## src/rtl/ahb3lite_timer_pkg.sv

```systemverilog
// Shared register map, AHB encodings and state types for the multi-channel timer.
package ahb3lite_timer_pkg;

   localparam logic [1:0] REG_CTRL   = 2'd0;
   localparam logic [1:0] REG_LOAD   = 2'd1;
   localparam logic [1:0] REG_COUNT  = 2'd2;
   localparam logic [1:0] REG_STATUS = 2'd3;

   localparam int CTRL_EN_BIT        = 0;
   localparam int CTRL_PERIODIC_BIT  = 1;
   localparam int CTRL_IRQ_EN_BIT    = 2;
   localparam int CTRL_PRESCALE_LSB  = 8;
   localparam int STATUS_EXPIRED_BIT = 0;

   localparam logic [1:0] HTRANS_IDLE   = 2'b00;
   localparam logic [1:0] HTRANS_NONSEQ = 2'b10;
   localparam logic [2:0] HSIZE_WORD    = 3'b010;
   localparam logic       HRESP_OKAY    = 1'b0;
   localparam logic       HRESP_ERROR   = 1'b1;

   typedef enum logic {CH_IDLE, CH_RUN} ch_state_e;
   typedef enum logic {BUS_OK, BUS_ERR1} bus_state_e;

endpackage

```

## src/rtl/ahb3lite_timer_channel.sv

```systemverilog
// One down-counting timer channel: CTRL/LOAD/COUNT/STATUS, prescaler, run FSM, level irq.
// Writes land the cycle after the strobe; read data is combinational; never stalls the bus.
module ahb3lite_timer_channel
   import ahb3lite_timer_pkg::*;
#(
   parameter int g_timer_width    = 32,
   parameter int g_prescale_width = 8,
   parameter int g_hdata_size     = 32
) (
   input  logic                    hclk_i,
   input  logic                    hreset_n_i,
   input  logic                    wr_i,
   input  logic [1:0]              reg_idx_i,
   input  logic [g_hdata_size-1:0] wdata_i,
   output logic [g_hdata_size-1:0] rdata_o,
   output logic                    irq_o
);

   ch_state_e                   state_q, state_d;
   logic                        periodic_q, periodic_d;
   logic                        irq_en_q, irq_en_d;
   logic [g_prescale_width-1:0] prescale_q, prescale_d;
   logic [g_prescale_width-1:0] presc_cnt_q, presc_cnt_d;
   logic [g_timer_width-1:0]    load_q, load_d;
   logic [g_timer_width-1:0]    count_q, count_d;
   logic                        expired_q, expired_d;

   logic wr_ctrl, wr_load, wr_status, wr_en_bit;
   logic running, start, tick, expire;
   logic unused_wdata;

   assign wr_ctrl      = wr_i && (reg_idx_i == REG_CTRL);
   assign wr_load      = wr_i && (reg_idx_i == REG_LOAD);
   assign wr_status    = wr_i && (reg_idx_i == REG_STATUS);
   assign wr_en_bit    = wdata_i[CTRL_EN_BIT];
   assign unused_wdata = ^wdata_i;

   always_ff @(posedge hclk_i or negedge hreset_n_i) begin
      if (!hreset_n_i) begin
         state_q <= CH_IDLE;
      end else begin
         state_q <= state_d;
      end
   end

   // A bus CTRL write always decides en, even against a one-shot expiry.
   always_comb begin
      state_d = state_q;
      case (state_q)
         CH_IDLE: if (wr_ctrl && wr_en_bit) state_d = CH_RUN;
         CH_RUN: begin
            if (wr_ctrl)                     state_d = wr_en_bit ? CH_RUN : CH_IDLE;
            else if (expire && !periodic_q)  state_d = CH_IDLE;
         end
      endcase
   end

   always_comb begin
      running = (state_q == CH_RUN);
      start   = (state_q == CH_IDLE) && wr_ctrl && wr_en_bit;
      tick    = running && (presc_cnt_q >= prescale_q);
      expire  = tick && (count_q == '0);
   end

   always_comb begin
      periodic_d  = periodic_q;
      irq_en_d    = irq_en_q;
      prescale_d  = prescale_q;
      load_d      = load_q;
      presc_cnt_d = presc_cnt_q;
      count_d     = count_q;
      expired_d   = expired_q;
      if (wr_ctrl) begin
         periodic_d = wdata_i[CTRL_PERIODIC_BIT];
         irq_en_d   = wdata_i[CTRL_IRQ_EN_BIT];
         prescale_d = wdata_i[CTRL_PRESCALE_LSB +: g_prescale_width];
      end
      if (wr_load) load_d = wdata_i[g_timer_width-1:0];
      if (start) begin
         presc_cnt_d = '0;
         count_d     = load_q;
      end else if (running) begin
         presc_cnt_d = tick ? '0 : presc_cnt_q + 1'b1;
         if (tick) begin
            if (!expire)        count_d = count_q - 1'b1;
            else if (periodic_q) count_d = load_q;
         end
      end
      // Expiry beats a same-cycle W1C so no event is lost.
      if (expire)                                             expired_d = 1'b1;
      else if (wr_status && wdata_i[STATUS_EXPIRED_BIT])      expired_d = 1'b0;
   end

   always_ff @(posedge hclk_i or negedge hreset_n_i) begin
      if (!hreset_n_i) begin
         periodic_q  <= 1'b0;
         irq_en_q    <= 1'b0;
         prescale_q  <= '0;
         presc_cnt_q <= '0;
         load_q      <= '0;
         count_q     <= '0;
         expired_q   <= 1'b0;
      end else begin
         periodic_q  <= periodic_d;
         irq_en_q    <= irq_en_d;
         prescale_q  <= prescale_d;
         presc_cnt_q <= presc_cnt_d;
         load_q      <= load_d;
         count_q     <= count_d;
         expired_q   <= expired_d;
      end
   end

   always_comb begin
      rdata_o = '0;
      case (reg_idx_i)
         REG_CTRL: begin
            rdata_o[CTRL_EN_BIT]       = running;
            rdata_o[CTRL_PERIODIC_BIT] = periodic_q;
            rdata_o[CTRL_IRQ_EN_BIT]   = irq_en_q;
            rdata_o[CTRL_PRESCALE_LSB +: g_prescale_width] = prescale_q;
         end
         REG_LOAD:   rdata_o[g_timer_width-1:0] = load_q;
         REG_COUNT:  rdata_o[g_timer_width-1:0] = count_q;
         REG_STATUS: rdata_o[STATUS_EXPIRED_BIT] = expired_q;
      endcase
   end

   assign irq_o = expired_q & irq_en_q;

endmodule

```

## src/rtl/ahb3lite_timer.sv

```systemverilog
// AHB3-Lite slave front end for the timer channels: zero-wait word access, two-cycle ERROR otherwise.
// Reads return in the data phase, writes commit at its end; hreadyout_o drops only in ERROR cycle 1.
module ahb3lite_timer
   import ahb3lite_timer_pkg::*;
#(
   parameter int g_channels       = 4,
   parameter int g_timer_width    = 32,
   parameter int g_prescale_width = 8,
   parameter int g_haddr_size     = 32,
   parameter int g_hdata_size     = 32
) (
   input  logic                    hclk_i,
   input  logic                    hreset_n_i,
   input  logic                    hsel_i,
   input  logic [g_haddr_size-1:0] haddr_i,
   input  logic [g_hdata_size-1:0] hwdata_i,
   output logic [g_hdata_size-1:0] hrdata_o,
   input  logic                    hwrite_i,
   input  logic [2:0]              hsize_i,
   input  logic [2:0]              hburst_i,
   input  logic [3:0]              hprot_i,
   input  logic [1:0]              htrans_i,
   output logic                    hreadyout_o,
   input  logic                    hready_i,
   output logic                    hresp_o,
   output logic [g_channels-1:0]   irq_o
);

   logic       accept;
   logic       dph_vld_q, dph_vld_d;
   logic       dph_write_q, dph_write_d;
   logic [2:0] dph_size_q, dph_size_d;
   logic [7:0] dph_addr_q, dph_addr_d;
   bus_state_e bus_q, bus_d;
   logic       err2_q, err2_d;
   logic       dph_word, wr_stb, rd_act;
   logic [3:0] ch_idx;
   logic [1:0] reg_idx;
   logic [g_channels-1:0]   ch_wr;
   logic [g_hdata_size-1:0] ch_rdata [g_channels];
   logic       unused_bus;

   assign accept     = hsel_i && hready_i && ((htrans_i & HTRANS_NONSEQ) != HTRANS_IDLE);
   assign unused_bus = ^{hburst_i, hprot_i, haddr_i};

   always_comb begin
      dph_vld_d   = accept;
      dph_write_d = dph_write_q;
      dph_size_d  = dph_size_q;
      dph_addr_d  = dph_addr_q;
      if (accept) begin
         dph_write_d = hwrite_i;
         dph_size_d  = hsize_i;
         dph_addr_d  = haddr_i[7:0];
      end
   end

   always_ff @(posedge hclk_i or negedge hreset_n_i) begin
      if (!hreset_n_i) begin
         dph_vld_q   <= 1'b0;
         dph_write_q <= 1'b0;
         dph_size_q  <= HSIZE_WORD;
         dph_addr_q  <= '0;
         bus_q       <= BUS_OK;
         err2_q      <= 1'b0;
      end else begin
         dph_vld_q   <= dph_vld_d;
         dph_write_q <= dph_write_d;
         dph_size_q  <= dph_size_d;
         dph_addr_q  <= dph_addr_d;
         bus_q       <= bus_d;
         err2_q      <= err2_d;
      end
   end

   // Second ERROR cycle is tracked by err2_q so the bus can take a new address phase there.
   always_comb begin
      bus_d  = bus_q;
      err2_d = 1'b0;
      case (bus_q)
         BUS_OK:   if (accept && (hsize_i != HSIZE_WORD)) bus_d = BUS_ERR1;
         BUS_ERR1: begin
            bus_d  = BUS_OK;
            err2_d = 1'b1;
         end
      endcase
   end

   always_comb begin
      hreadyout_o = 1'b1;
      hresp_o     = HRESP_OKAY;
      if (bus_q == BUS_ERR1) begin
         hreadyout_o = 1'b0;
         hresp_o     = HRESP_ERROR;
      end else if (err2_q) begin
         hresp_o     = HRESP_ERROR;
      end
   end

   assign dph_word = (dph_size_q == HSIZE_WORD);
   assign wr_stb   = dph_vld_q && dph_write_q && dph_word;
   assign rd_act   = dph_vld_q && !dph_write_q && dph_word;
   assign ch_idx   = dph_addr_q[7:4];
   assign reg_idx  = dph_addr_q[3:2];

   for (genvar c = 0; c < g_channels; c++) begin : g_ch
      assign ch_wr[c] = wr_stb && (ch_idx == 4'(c));
      ahb3lite_timer_channel #(
         .g_timer_width   (g_timer_width),
         .g_prescale_width(g_prescale_width),
         .g_hdata_size    (g_hdata_size)
      ) u_ch (
         .hclk_i    (hclk_i),
         .hreset_n_i(hreset_n_i),
         .wr_i      (ch_wr[c]),
         .reg_idx_i (reg_idx),
         .wdata_i   (hwdata_i),
         .rdata_o   (ch_rdata[c]),
         .irq_o     (irq_o[c])
      );
   end

   // Unpopulated channel slots match no index and therefore read as zero.
   always_comb begin
      hrdata_o = '0;
      if (rd_act) begin
         for (int c = 0; c < g_channels; c++) begin
            if (ch_idx == 4'(c)) hrdata_o = ch_rdata[c];
         end
      end
   end

endmodule

```

## config.mk

```make
export PLATFORM = sky130hd
export DESIGN_NAME = ahb3lite_timer
export DESIGN_NICKNAME = d
export VERILOG_FILES = /design/src/rtl/ahb3lite_timer_pkg.sv /design/src/rtl/ahb3lite_timer_channel.sv /design/src/rtl/ahb3lite_timer.sv
export SDC_FILE = /design/constraint.sdc
export NUM_CORES = 1
export LEC_CHECK = 0
export ABC_AREA = 0
export CAP_MARGIN = 20
export CORE_MARGIN = 1
export CORE_UTILIZATION = 45
export DETAILED_ROUTE_END_ITERATION = 7
export PLACE_DENSITY_LB_ADDON = 0.25
export SYNTH_ARGS = -nofsm -noshare
export SYNTH_HDL_FRONTEND = slang
export SYNTH_HIERARCHICAL = 1
export SYNTH_SLANG_ARGS = --single-unit
export TNS_END_PERCENT = 1
```

## constraint.sdc

```tcl
create_clock -name hclk_i -period 3.7 [get_ports hclk_i]
set_clock_uncertainty 0.05 [all_clocks]
set_input_delay 0.74 -clock hclk_i [delete_from_list [all_inputs] [get_ports hclk_i]]
set_output_delay 0.74 -clock hclk_i [all_outputs]
set_load 0.05 [all_outputs]
```

==> impl_metrics.tcl <==
set metrics [dict create \
    fin_crit_sh 1.086 \
    drv_slew 0 \
    clock-root-buffer "clkbuf_16" \
    numCtsBuffers 42 \
    route.met3.wl_um 7082 \
    clock_path_buffers 3 \
    die_w_um 223.0 \
    path_max_fanout 6 \
    async_flop_share 1.000 \
    rr_startpoint "g_ch[2].u_ch/count_q[25]" \
    syn2layout_area_growth_pct 19.22 \
    dp_hpwl_um 54520 \
    grt_pass1_vias 18810 \
    path_clk_slew_ns 0.06 \
    p_sw_mw 4.580 \
    hold_class "input port to asynchronous set/reset pin" \
    die_y_um 223.0 \
    post-route-drc-count 0 \
    power.density_mw_per_mm2 501.9 \
    wl_met1_um 32130 \
    finalPower_mw 13.15 \
    intPower_mw 8.573 \
    final.fill_count 4150 \
    core-area_mm2 0.04795 \
    synth_top_cells_by_area "dfrtp_1, mux2_2, ha_1" \
    io_pins 119 \
    rows 80 \
    leakage_nw 10.70 \
    setup_viol 32 \
    wl_per_cell_um 26.10 \
    synth_top_area_share 0.3962 \
    die-area_mm2 0.04974 \
    rsz0062_at_grt "yes" \
    r2r_end "g_ch[2].u_ch/count_q[0]" \
    nets 2465 \
    synthFlopType "dfrtp_1" \
    worstMarginPinSlew_ns 1.039 \
    firstDrtPassIters 6 \
    cp-start-kind "flip-flop" \
    grt_usage 0.3103 \
    via_per_inst 6.570 \
    crit_path_end "hrdata_o[11]" \
    synth_edf_count 0 \
    cp.arrival_ns 3.23 \
    yosys-top-cells-count "dfrtp_1, mux2_2, nor2_1" \
    drive_gt1_frac 0.2584 \
    cap_violations 0 \
    combPwrFrac 0.305 \
    place_congestion 0.9985 \
    r2r_setup_slack_ns 0.35 \
    cts_tree "yes" \
    highest_layer "met5" \
    power.share.clock 0.324 \
    crit_start "dph_addr_q[3]" \
    clk_latency_ns 0.58 \
    ys_types 87 \
    cp.required_ns 2.91 \
    synth-seq-cells 349 \
    crit_type "flip-flop to output port" \
    max_freq_ghz 0.2489 \
    wl_met2_um 33570 \
    syn_area_per_cell_um2 10.01 \
    grt_pass1_wl_um 117400 \
    dp.cells 2883 \
    io_buffers 84 \
    ys.warnings.count 6 \
    final.min_clock_period_ns 4.017 \
    status "finished with violations" \
    netlist_instances 2197 \
    htreeDepth 2 \
    antenna_found_initial 10 \
    layout_setup_ws_ns -0.3173 \
    ir_worst_vdd_v 0.0004794 \
    power.share.switching 0.3482 \
    violations "negative setup slack" \
    reg2regPathDepth 8 \
    syn_nets 2346 \
    seq_power_share 0.370 \
    drtIter0Drc 2390 \
    fin_cells 2967 \
    endpoint_kind "output port" \
    synth_area_leader_cell "dfrtp_1" \
    final_hold_viol_count 0 \
    start_util 0.4585 \
    hold_buffers 0 \
    wl_um 77440 \
    grt_overflow_total 0 \
    num_vias 19490 \
    syn-cell-area_mm2 0.02198 \
    synth.yosys.seq_area_share 0.3974 \
    ant_nets 0 \
    cts.sinks 349 \
    slew_headroom 0.3050 \
    synth_most_common_cell "dfrtp_1" \
    grt_start_max_net_pins 84 \
]
-- cell usage in the layout, fill, tap and decap left out, drive strengths merged, types with 8 or more instances in the layout --
cell type	instances
nand4	34
nand3	59
dfrtp	348
o22a	35
o22ai	14
mux2i	16
clkinv	8
ha	68
buf	181
a41oi	9
a211oi	9
a22oi	125
a21oi	103
or4	20
nand2	96
nand2b	10
clkbuf	66
a31oi	31
nor2	138
o21ai	142
and4	8
a221o	8
and4b	34
inv	98
a222oi	44
o2bb2ai	31
nor2b	93
xor2	8
and3	19
mux2	178
nor3	65
clkdlybuf4s50	51
or3	23
mux4	32
o211ai	17
o21a	13
nor4	40
-- worst max-delay path, stage by stage, from the launching register on --
cell and delay (ns):
dfrtp_2 0.45, buf_12 0.16, clkinvlp_4 0.14, ha_4 0.22
buf_8 0.14, a222oi_1 0.41, buf_4 0.24, nor2_4 0.04
mux4_2 0.45, and4b_1 0.24, buf_6 0.16
-- layer usage --
| layer | vias to the layer above | GRT usage |
|---|---|---|
| met5 | - | 0.02053 |
| met4 | 13 | 0.1709 |
| met2 | 915 | 0.4516 |
| li1 | 8610 | - |
| met3 | 189 | 0.07283 |
| met1 | 9766 | 0.4234 |
-- per-stage QoR --
| step | hold WS [ns] | setup TNS [ns] | utilization | cell area, µm² | setup WS (ns) |
|---|---|---|---|---|---|
| after global placement | 0.3623 | -0.1054 | 0.5057 | 24250 | -0.1054 |
| after detailed placement | 0.3684 | -0.09660 | 0.5057 | 24250 | -0.09660 |
| after floorplan | 0.3383 | 0 | - | 21980 | 0.4505 |
| after CTS | 0.1556 | -5.643 | 0.5444 | 26100 | -0.3179 |
| final | 0.1011 | -5.812 | 0.5466 | 26210 | -0.3173 |
| after global routing | 0.1624 | -7.418 | 0.5464 | 26200 | -0.4173 |
-- flip-flops by register name, summed over array words and instances, names as in the netlist, 3 cells and up --
| name | count |
|---|---|
| dph_addr_q | 6 |
| dph_size_q | 3 |
| g_ch.u_ch/count_q | 128 |
| g_ch.u_ch/expired_q | 4 |
| g_ch.u_ch/irq_en_q | 4 |
| g_ch.u_ch/load_q | 128 |
| g_ch.u_ch/periodic_q | 4 |
| g_ch.u_ch/presc_cnt_q | 32 |
| g_ch.u_ch/prescale_q | 32 |
| g_ch.u_ch/running | 4 |
-- power groups by stage --
stage	Combinational [mW]	Clock (mW)	Sequential, mW
after global placement	3.63	0	4.88
after global routing	4.32	4.47	4.94
after detailed placement	3.72	0	4.90
final	4.01	4.27	4.87
after CTS	3.91	4.32	4.85
after floorplan	2.41	0	4.70
-- logic make-up (layout without fill, tap and decap cells) --
group,Yosys count,in the layout,share of synthesized area
flip-flops,349,349,0.3974
AO/OA/AOI/OAI,621,621,0.2028
buffers and inverters,257,409,0.05345
adder cells (fa/ha/maj),68,68,0.03871
other,0,3,0
AND/OR/NAND/NOR,668,668,0.1722
XOR/XNOR,8,8,0.003188
multiplexers,226,226,0.1323
-- repair_timing --
item                       in CTS  in global routing
hold endpoints to repair        0                  0
pin swaps                      41                 11
cloned                          2                  0
setup endpoints to repair      32                 32
gates resized for setup        95                 22
buffers inserted                2                  0
-- layout make-up --
class,count,area (µm²),area share
Multi-Input combinational cell,1591,12460,0.4755
Clock buffer,66,1305,0.04980
Tap cell,615,769.5,0.02936
Sequential cell,349,8738,0.3334
Timing Repair Buffer,233,2442,0.09320
Inverter,99,375.4,0.01432
Antenna cell,3,7.507,0.0002865
Clock inverter,11,107.6,0.004106
-- worst min path at each step --
stage                                        to  slack [ns]  cells after the start
detailed placement                       err2_q        0.37                      0
floorplan                                err2_q        0.34                      0
CTS                 g_ch[0].u_ch/presc_cnt_q[5]        0.16                      1
finish                  g_ch[0].u_ch/load_q[29]        0.10                      1
global route            g_ch[0].u_ch/load_q[28]        0.16                      1
global placement                         err2_q        0.36                      0
No activity file was read; power rests on OpenSTA's default activity.
